===== src/rtl/sprite_motion_ctrl.sv =====
// Sprite position controller: synchronises and debounces four push-buttons, then once per
// frame (start of vertical blanking) steps the sprite origin, clamped to the visible area.
//
// state      | meaning
// -----------+-----------------------------------------------------------
// WAIT_FRAME | idle, waiting for the registered frame tick
// LATCH      | capture debounced buttons into the command register
// APPLY      | compute clamped next X/Y into the holding registers
// PUBLISH    | load sprite origin outputs, pulse Pos_Update_Out
module sprite_motion_ctrl #(
    parameter int H_ACTIVE        = 640,
    parameter int V_ACTIVE        = 480,
    parameter int SPRITE_W        = 32,
    parameter int SPRITE_H        = 32,
    parameter int STEP            = 4,
    parameter int DEBOUNCE_CYCLES = 250000,
    parameter int X_INIT          = 304,
    parameter int Y_INIT          = 224
) (
    input  logic       Master_Clock_In,
    input  logic       Reset_N_In,
    input  logic       Up,
    input  logic       Down,
    input  logic       Left,
    input  logic       Right,
    input  logic [9:0] Val_Col_In,
    input  logic [9:0] Val_Row_In,
    output logic [9:0] Sprite_X_Out,
    output logic [9:0] Sprite_Y_Out,
    output logic       Pos_Update_Out,
    output logic [3:0] Btn_State_Out
);

    localparam int              CNT_W    = $clog2(DEBOUNCE_CYCLES);
    localparam logic [CNT_W-1:0] CNT_LAST = CNT_W'(DEBOUNCE_CYCLES - 1);
    localparam logic [CNT_W-1:0] CNT_ONE  = CNT_W'(1);
    localparam logic [10:0]     X_MAX    = 11'(H_ACTIVE - SPRITE_W);
    localparam logic [10:0]     Y_MAX    = 11'(V_ACTIVE - SPRITE_H);
    localparam logic [10:0]     STEP_11  = 11'(STEP);
    localparam logic [9:0]      STEP_10  = 10'(STEP);
    localparam logic [9:0]      ROW_TICK = 10'(V_ACTIVE);

    typedef enum logic [1:0] {
        WAIT_FRAME,
        LATCH,
        APPLY,
        PUBLISH
    } state_t;

    state_t           state;
    logic [3:0]       raw_btn;
    logic [3:0]       sync_1;
    logic [3:0]       sync_2;
    logic [CNT_W-1:0] deb_cnt [4];
    logic             tick_cond;
    logic             tick_cond_d;
    logic             tick_q;
    logic [3:0]       cmd;
    logic [9:0]       x_hold;
    logic [9:0]       y_hold;
    logic [9:0]       x_next;
    logic [9:0]       y_next;
    logic [10:0]      x_sum;
    logic [10:0]      y_sum;

    // Bit order matches Btn_State_Out: {Up, Down, Left, Right}
    assign raw_btn   = {Up, Down, Left, Right};
    assign tick_cond = (Val_Row_In == ROW_TICK) && (Val_Col_In == 10'd0);

    always_ff @(posedge Master_Clock_In) begin
        if (!Reset_N_In) begin
            sync_1        <= '0;
            sync_2        <= '0;
            Btn_State_Out <= '0;
            for (int i = 0; i < 4; i++) begin
                deb_cnt[i] <= '0;
            end
        end else begin
            sync_1 <= raw_btn;
            sync_2 <= sync_1;
            for (int i = 0; i < 4; i++) begin
                if (sync_2[i] == Btn_State_Out[i]) begin
                    deb_cnt[i] <= '0;
                end else if (deb_cnt[i] == CNT_LAST) begin
                    Btn_State_Out[i] <= sync_2[i];
                    deb_cnt[i]       <= '0;
                end else begin
                    deb_cnt[i] <= deb_cnt[i] + CNT_ONE;
                end
            end
        end
    end

    // Rising-edge detect so a multi-cycle match on the tick position still fires once
    always_ff @(posedge Master_Clock_In) begin
        if (!Reset_N_In) begin
            tick_cond_d <= 1'b0;
            tick_q      <= 1'b0;
        end else begin
            tick_cond_d <= tick_cond;
            tick_q      <= tick_cond & ~tick_cond_d;
        end
    end

    always_comb begin
        x_sum  = {1'b0, Sprite_X_Out} + STEP_11;
        y_sum  = {1'b0, Sprite_Y_Out} + STEP_11;
        x_next = Sprite_X_Out;
        y_next = Sprite_Y_Out;
        if (cmd[0] && !cmd[1]) begin
            x_next = (x_sum > X_MAX) ? X_MAX[9:0] : x_sum[9:0];
        end else if (cmd[1] && !cmd[0]) begin
            x_next = (Sprite_X_Out < STEP_10) ? 10'd0 : Sprite_X_Out - STEP_10;
        end
        if (cmd[2] && !cmd[3]) begin
            y_next = (y_sum > Y_MAX) ? Y_MAX[9:0] : y_sum[9:0];
        end else if (cmd[3] && !cmd[2]) begin
            y_next = (Sprite_Y_Out < STEP_10) ? 10'd0 : Sprite_Y_Out - STEP_10;
        end
    end

    always_ff @(posedge Master_Clock_In) begin
        if (!Reset_N_In) begin
            state          <= WAIT_FRAME;
            cmd            <= '0;
            x_hold         <= 10'(X_INIT);
            y_hold         <= 10'(Y_INIT);
            Sprite_X_Out   <= 10'(X_INIT);
            Sprite_Y_Out   <= 10'(Y_INIT);
            Pos_Update_Out <= 1'b0;
        end else begin
            Pos_Update_Out <= 1'b0;
            case (state)
                WAIT_FRAME: begin
                    if (tick_q) begin
                        state <= LATCH;
                    end
                end
                LATCH: begin
                    cmd   <= Btn_State_Out;
                    state <= APPLY;
                end
                APPLY: begin
                    x_hold <= x_next;
                    y_hold <= y_next;
                    state  <= PUBLISH;
                end
                PUBLISH: begin
                    Sprite_X_Out   <= x_hold;
                    Sprite_Y_Out   <= y_hold;
                    Pos_Update_Out <= 1'b1;
                    state          <= WAIT_FRAME;
                end
                default: state <= WAIT_FRAME;
            endcase
        end
    end

endmodule


===== config.mk =====
export PLATFORM = sky130hd
export DESIGN_NAME = sprite_motion_ctrl
export DESIGN_NICKNAME = d
export VERILOG_FILES = /design/src/rtl/sprite_motion_ctrl.sv
export SDC_FILE = /design/constraint.sdc
export NUM_CORES = 1
export LEC_CHECK = 0
export ABC_CLOCK_PERIOD_IN_PS = 2100
export CORE_ASPECT_RATIO = 0.9
export CORE_MARGIN = 3
export CORE_UTILIZATION = 54
export CTS_CLUSTER_DIAMETER = 200
export DETAILED_ROUTE_END_ITERATION = 8
export PLACE_DENSITY = 0.75
export SKIP_LAST_GASP = 1
export SLEW_MARGIN = 0
export SYNTH_ARGS = -nofsm -noshare
export SYNTH_HDL_FRONTEND = slang
export SYNTH_SLANG_ARGS = --single-unit

===== constraint.sdc =====
create_clock -name Master_Clock_In -period 2.1 [get_ports Master_Clock_In]
set_input_delay 0.42 -clock Master_Clock_In [delete_from_list [all_inputs] [get_ports Master_Clock_In]]
set_output_delay 0.42 -clock Master_Clock_In [all_outputs]
set_load 0.005 [all_outputs]

==> results_dict.tcl <==
set metrics [dict create \
    dp_cells 1057 \
    cts_sinks 133 \
    relSlewSlack_pct 64.52 \
    ys_seq_area_share_pct 47.17 \
    worstSetupPathType "register to register" \
    worstSkewPairLatency_ns 0.41 \
    avgSynthCellArea_um2 9.501 \
    setup_viol 0 \
    status "finished, final reports clean" \
    drc 0 \
    clkSlewWorstSetupHoldPaths_ns 0.05 \
    drive_gt1_share_pct 12.47 \
    cts-buffers-inserted 17 \
    path_cells "nor4b_1 > nand4_1 > nor4_2 > or3_1 > buf_4 > nor2_1" \
    netlist_area_um2 7173 \
    core_area_um2 12830 \
    fmaxAchievable_mhz 487.7 \
    finalClockSkew_ns 0.009291 \
    io_pins 51 \
    crit_slowest_cell "edfxtp_1" \
    antenna_found_initial 0 \
    num_antenna_cells 0 \
    min_period_over_period_pct 97.64 \
    p_per_area_nw_per_um2 659.4 \
    cts_buffer_depth 2 \
    p_total_mw 6.015 \
    initial_core_util_pct 55.89 \
    cap_violations 0 \
    synthCells 755 \
    grt_pass1_vias 5926 \
    slowest_delay_ns 0.45 \
    post-dp-hpwl_um 11500 \
    placementRows 39 \
    die_y_um 115.3 \
    die_x_um 127.5 \
    synth-async-reset-ratio_pct 0 \
    start_kind "register" \
    final_net_count 958 \
    grt_usage_pct 22.99 \
    leakagePower_nw 3.268 \
    dr_total_vias 6085 \
    dieArea_um2 14700 \
    crit_fanout 18 \
    grt_max_degree 25 \
    crit_arrival_ns 2.20 \
    min_period_ns 2.050 \
    grt_overflow 0 \
    post_drt_wl_per_cell_um 15.21 \
    fin_util_pct 71.08 \
    ys_warn_count 0 \
    worstSetupEndpointType "register" \
    synth_enable_flop_cells 72 \
    cts_tree "yes" \
    viasPerCell 5.562 \
    synth_cell_types 59 \
    grt_pass1_wl_um 27470 \
    slew_viol_final 0 \
    routed_wl_um 16640 \
    ys.flop_type "edfxtp_1" \
    design_area_um2 9123 \
    post_dp_cell_area_um2 8412 \
    synthToLayoutAreaGrowth_pct 27.18 \
    cp_data_required_time_ns 2.25 \
    ir_drop_uv 689.5 \
    layout_common_cells "124 x nor2_1, 72 x edfxtp_1, 72 x conb_1" \
    final_cells 1094 \
    gp_congestion 0.9241 \
    drt_iter0_markers 505 \
    portBuffers 50 \
    dr.pass1.iters 5 \
    crit_family "simple AND/OR/NAND/NOR gates" \
    ys_seq_elements 133 \
    final_common_cell "nor2_1" \
    htreeDepth 4 \
    cts_root_buffer "clkbuf_16" \
    final_antenna_net_count 0 \
    critPathBufInv 1 \
    tightest_slew_ns 0.5303 \
    hold_viol 0 \
    hp-class "register to register" \
    rsz0062_at_grt "true" \
]
## per-layer routing
layer  GRT usage, %  up-vias  share of wire (%)
li1               -     2969                  -
met4          7.219        0                1.3
met3          5.574       32                5.8
met2          37.71      209                 48
met1          30.30     2875                 45
met5              0        -                  0
## cell families (layout without fill, tap and decap cells)
| group | after synthesis | after routing | share of synthesized area, % |
|---|---|---|---|
| compound gates | 92 | 92 | 9.263 |
| xor+xnor | 80 | 80 | 9.768 |
| fa+ha+maj | 15 | 15 | 2.616 |
| buf+inv | 61 | 164 | 3.314 |
| flops | 133 | 133 | 47.17 |
| mux | 28 | 28 | 3.925 |
| other cells | 1 | 72 | 0.05228 |
| simple gates | 345 | 346 | 23.90 |
## worst paths after layout
path / slack (ns) / cells past startpoint / endpoint / from
min reg2reg: 0.39 / 1 / tick_q / tick_cond_d
max reg2reg: 0.05 / 6 / deb_cnt[1][3] / deb_cnt[1][8]
max: 0.05 / 6 / deb_cnt[1][3] / deb_cnt[1][8]
min: 0.39 / 1 / tick_q / tick_cond_d
## what timing repair did
item	CTS	global route
pin swaps	2	1
setup endpoints to repair	18	64
cloned	1	0
buffers inserted	2	2
hold buffers	0	0
gates resized for setup	2	19
## cells in the mapped netlist, drive strengths merged, types with 3 or more instances
| master | instances | area share [%] |
|---|---|---|
| nand4 | 20 | 1.7 |
| xnor2 | 42 | 5.1 |
| o21ai | 16 | 1.1 |
| clkbuf | 26 | 1.4 |
| nor4b | 4 | 0.49 |
| inv | 23 | 1.2 |
| nand2b | 8 | 0.70 |
| nand4b | 5 | 0.61 |
| and3 | 12 | 1.0 |
| mux2i | 27 | 3.8 |
| a211oi | 10 | 1.0 |
| or4b | 3 | 0.42 |
| o221ai | 3 | 0.37 |
| xor2 | 38 | 4.6 |
| or4 | 5 | 0.52 |
| nor2b | 6 | 0.52 |
| and4 | 7 | 0.85 |
| or3 | 13 | 1.1 |
| buf | 12 | 0.75 |
| nand2 | 53 | 2.8 |
| edfxtp | 72 | 30 |
| nor3 | 15 | 1.0 |
| o31a | 3 | 0.37 |
| nor2 | 124 | 6.5 |
| nor4 | 17 | 1.5 |
| a31oi | 5 | 0.44 |
| and2 | 10 | 0.87 |
| dfxtp | 61 | 17 |
| a21oi | 11 | 0.77 |
| ha | 15 | 2.6 |
| o2111ai | 3 | 0.37 |
| nand3 | 38 | 2.7 |
| o31ai | 5 | 0.52 |
| a21o | 4 | 0.42 |
| o211ai | 5 | 0.52 |
| o32a | 3 | 0.42 |
## registers in the layout (all words and copies together) (netlist names), 10 cells and up
register,flops
y_hold,10
Sprite_Y_Out,10
deb_cnt,72
x_hold,10
Sprite_X_Out,10
## stage by stage
stage	setup WS, ns	hold slack (ns)	TNS [ns]
6_report	0.04960	0.3857	0
5_1_grt	-0.04455	0.4148	-0.1473
4_1_cts	0.02904	0.3936	0
3_5_place_dp	-0.1248	0.3830	-0.8056
3_3_place_gp	-0.07191	0.3826	-0.07191
2_1_floorplan	0.007225	0.3674	0
## worst reg2reg max path: cells and delay by family, from the launching register on
kind	cells	cell delay, ns
buffers and inverters	1	0.22
AND/OR/NAND/NOR	5	1.12
flip-flops	1	0.45
## where the power goes
group          switching [mW]  internal, mW  leakage, nW
registers              0.0792          2.83         1.24
logic                   0.202         0.171         1.75
clock network            1.04          1.69        0.278
## final cells by class
class / instances / area [µm²]
Sequential cell: 133 / 3385
Multi-Input combinational cell: 633 / 3943
Timing Repair Buffer: 109 / 947.2
Inverter: 23 / 86.33
Clock buffer: 23 / 510.5
Clock inverter: 9 / 46.29
Fill cell: 975 / 3711
Tap cell: 164 / 205.2
Note: power is estimated with default switching activity, not from simulation.
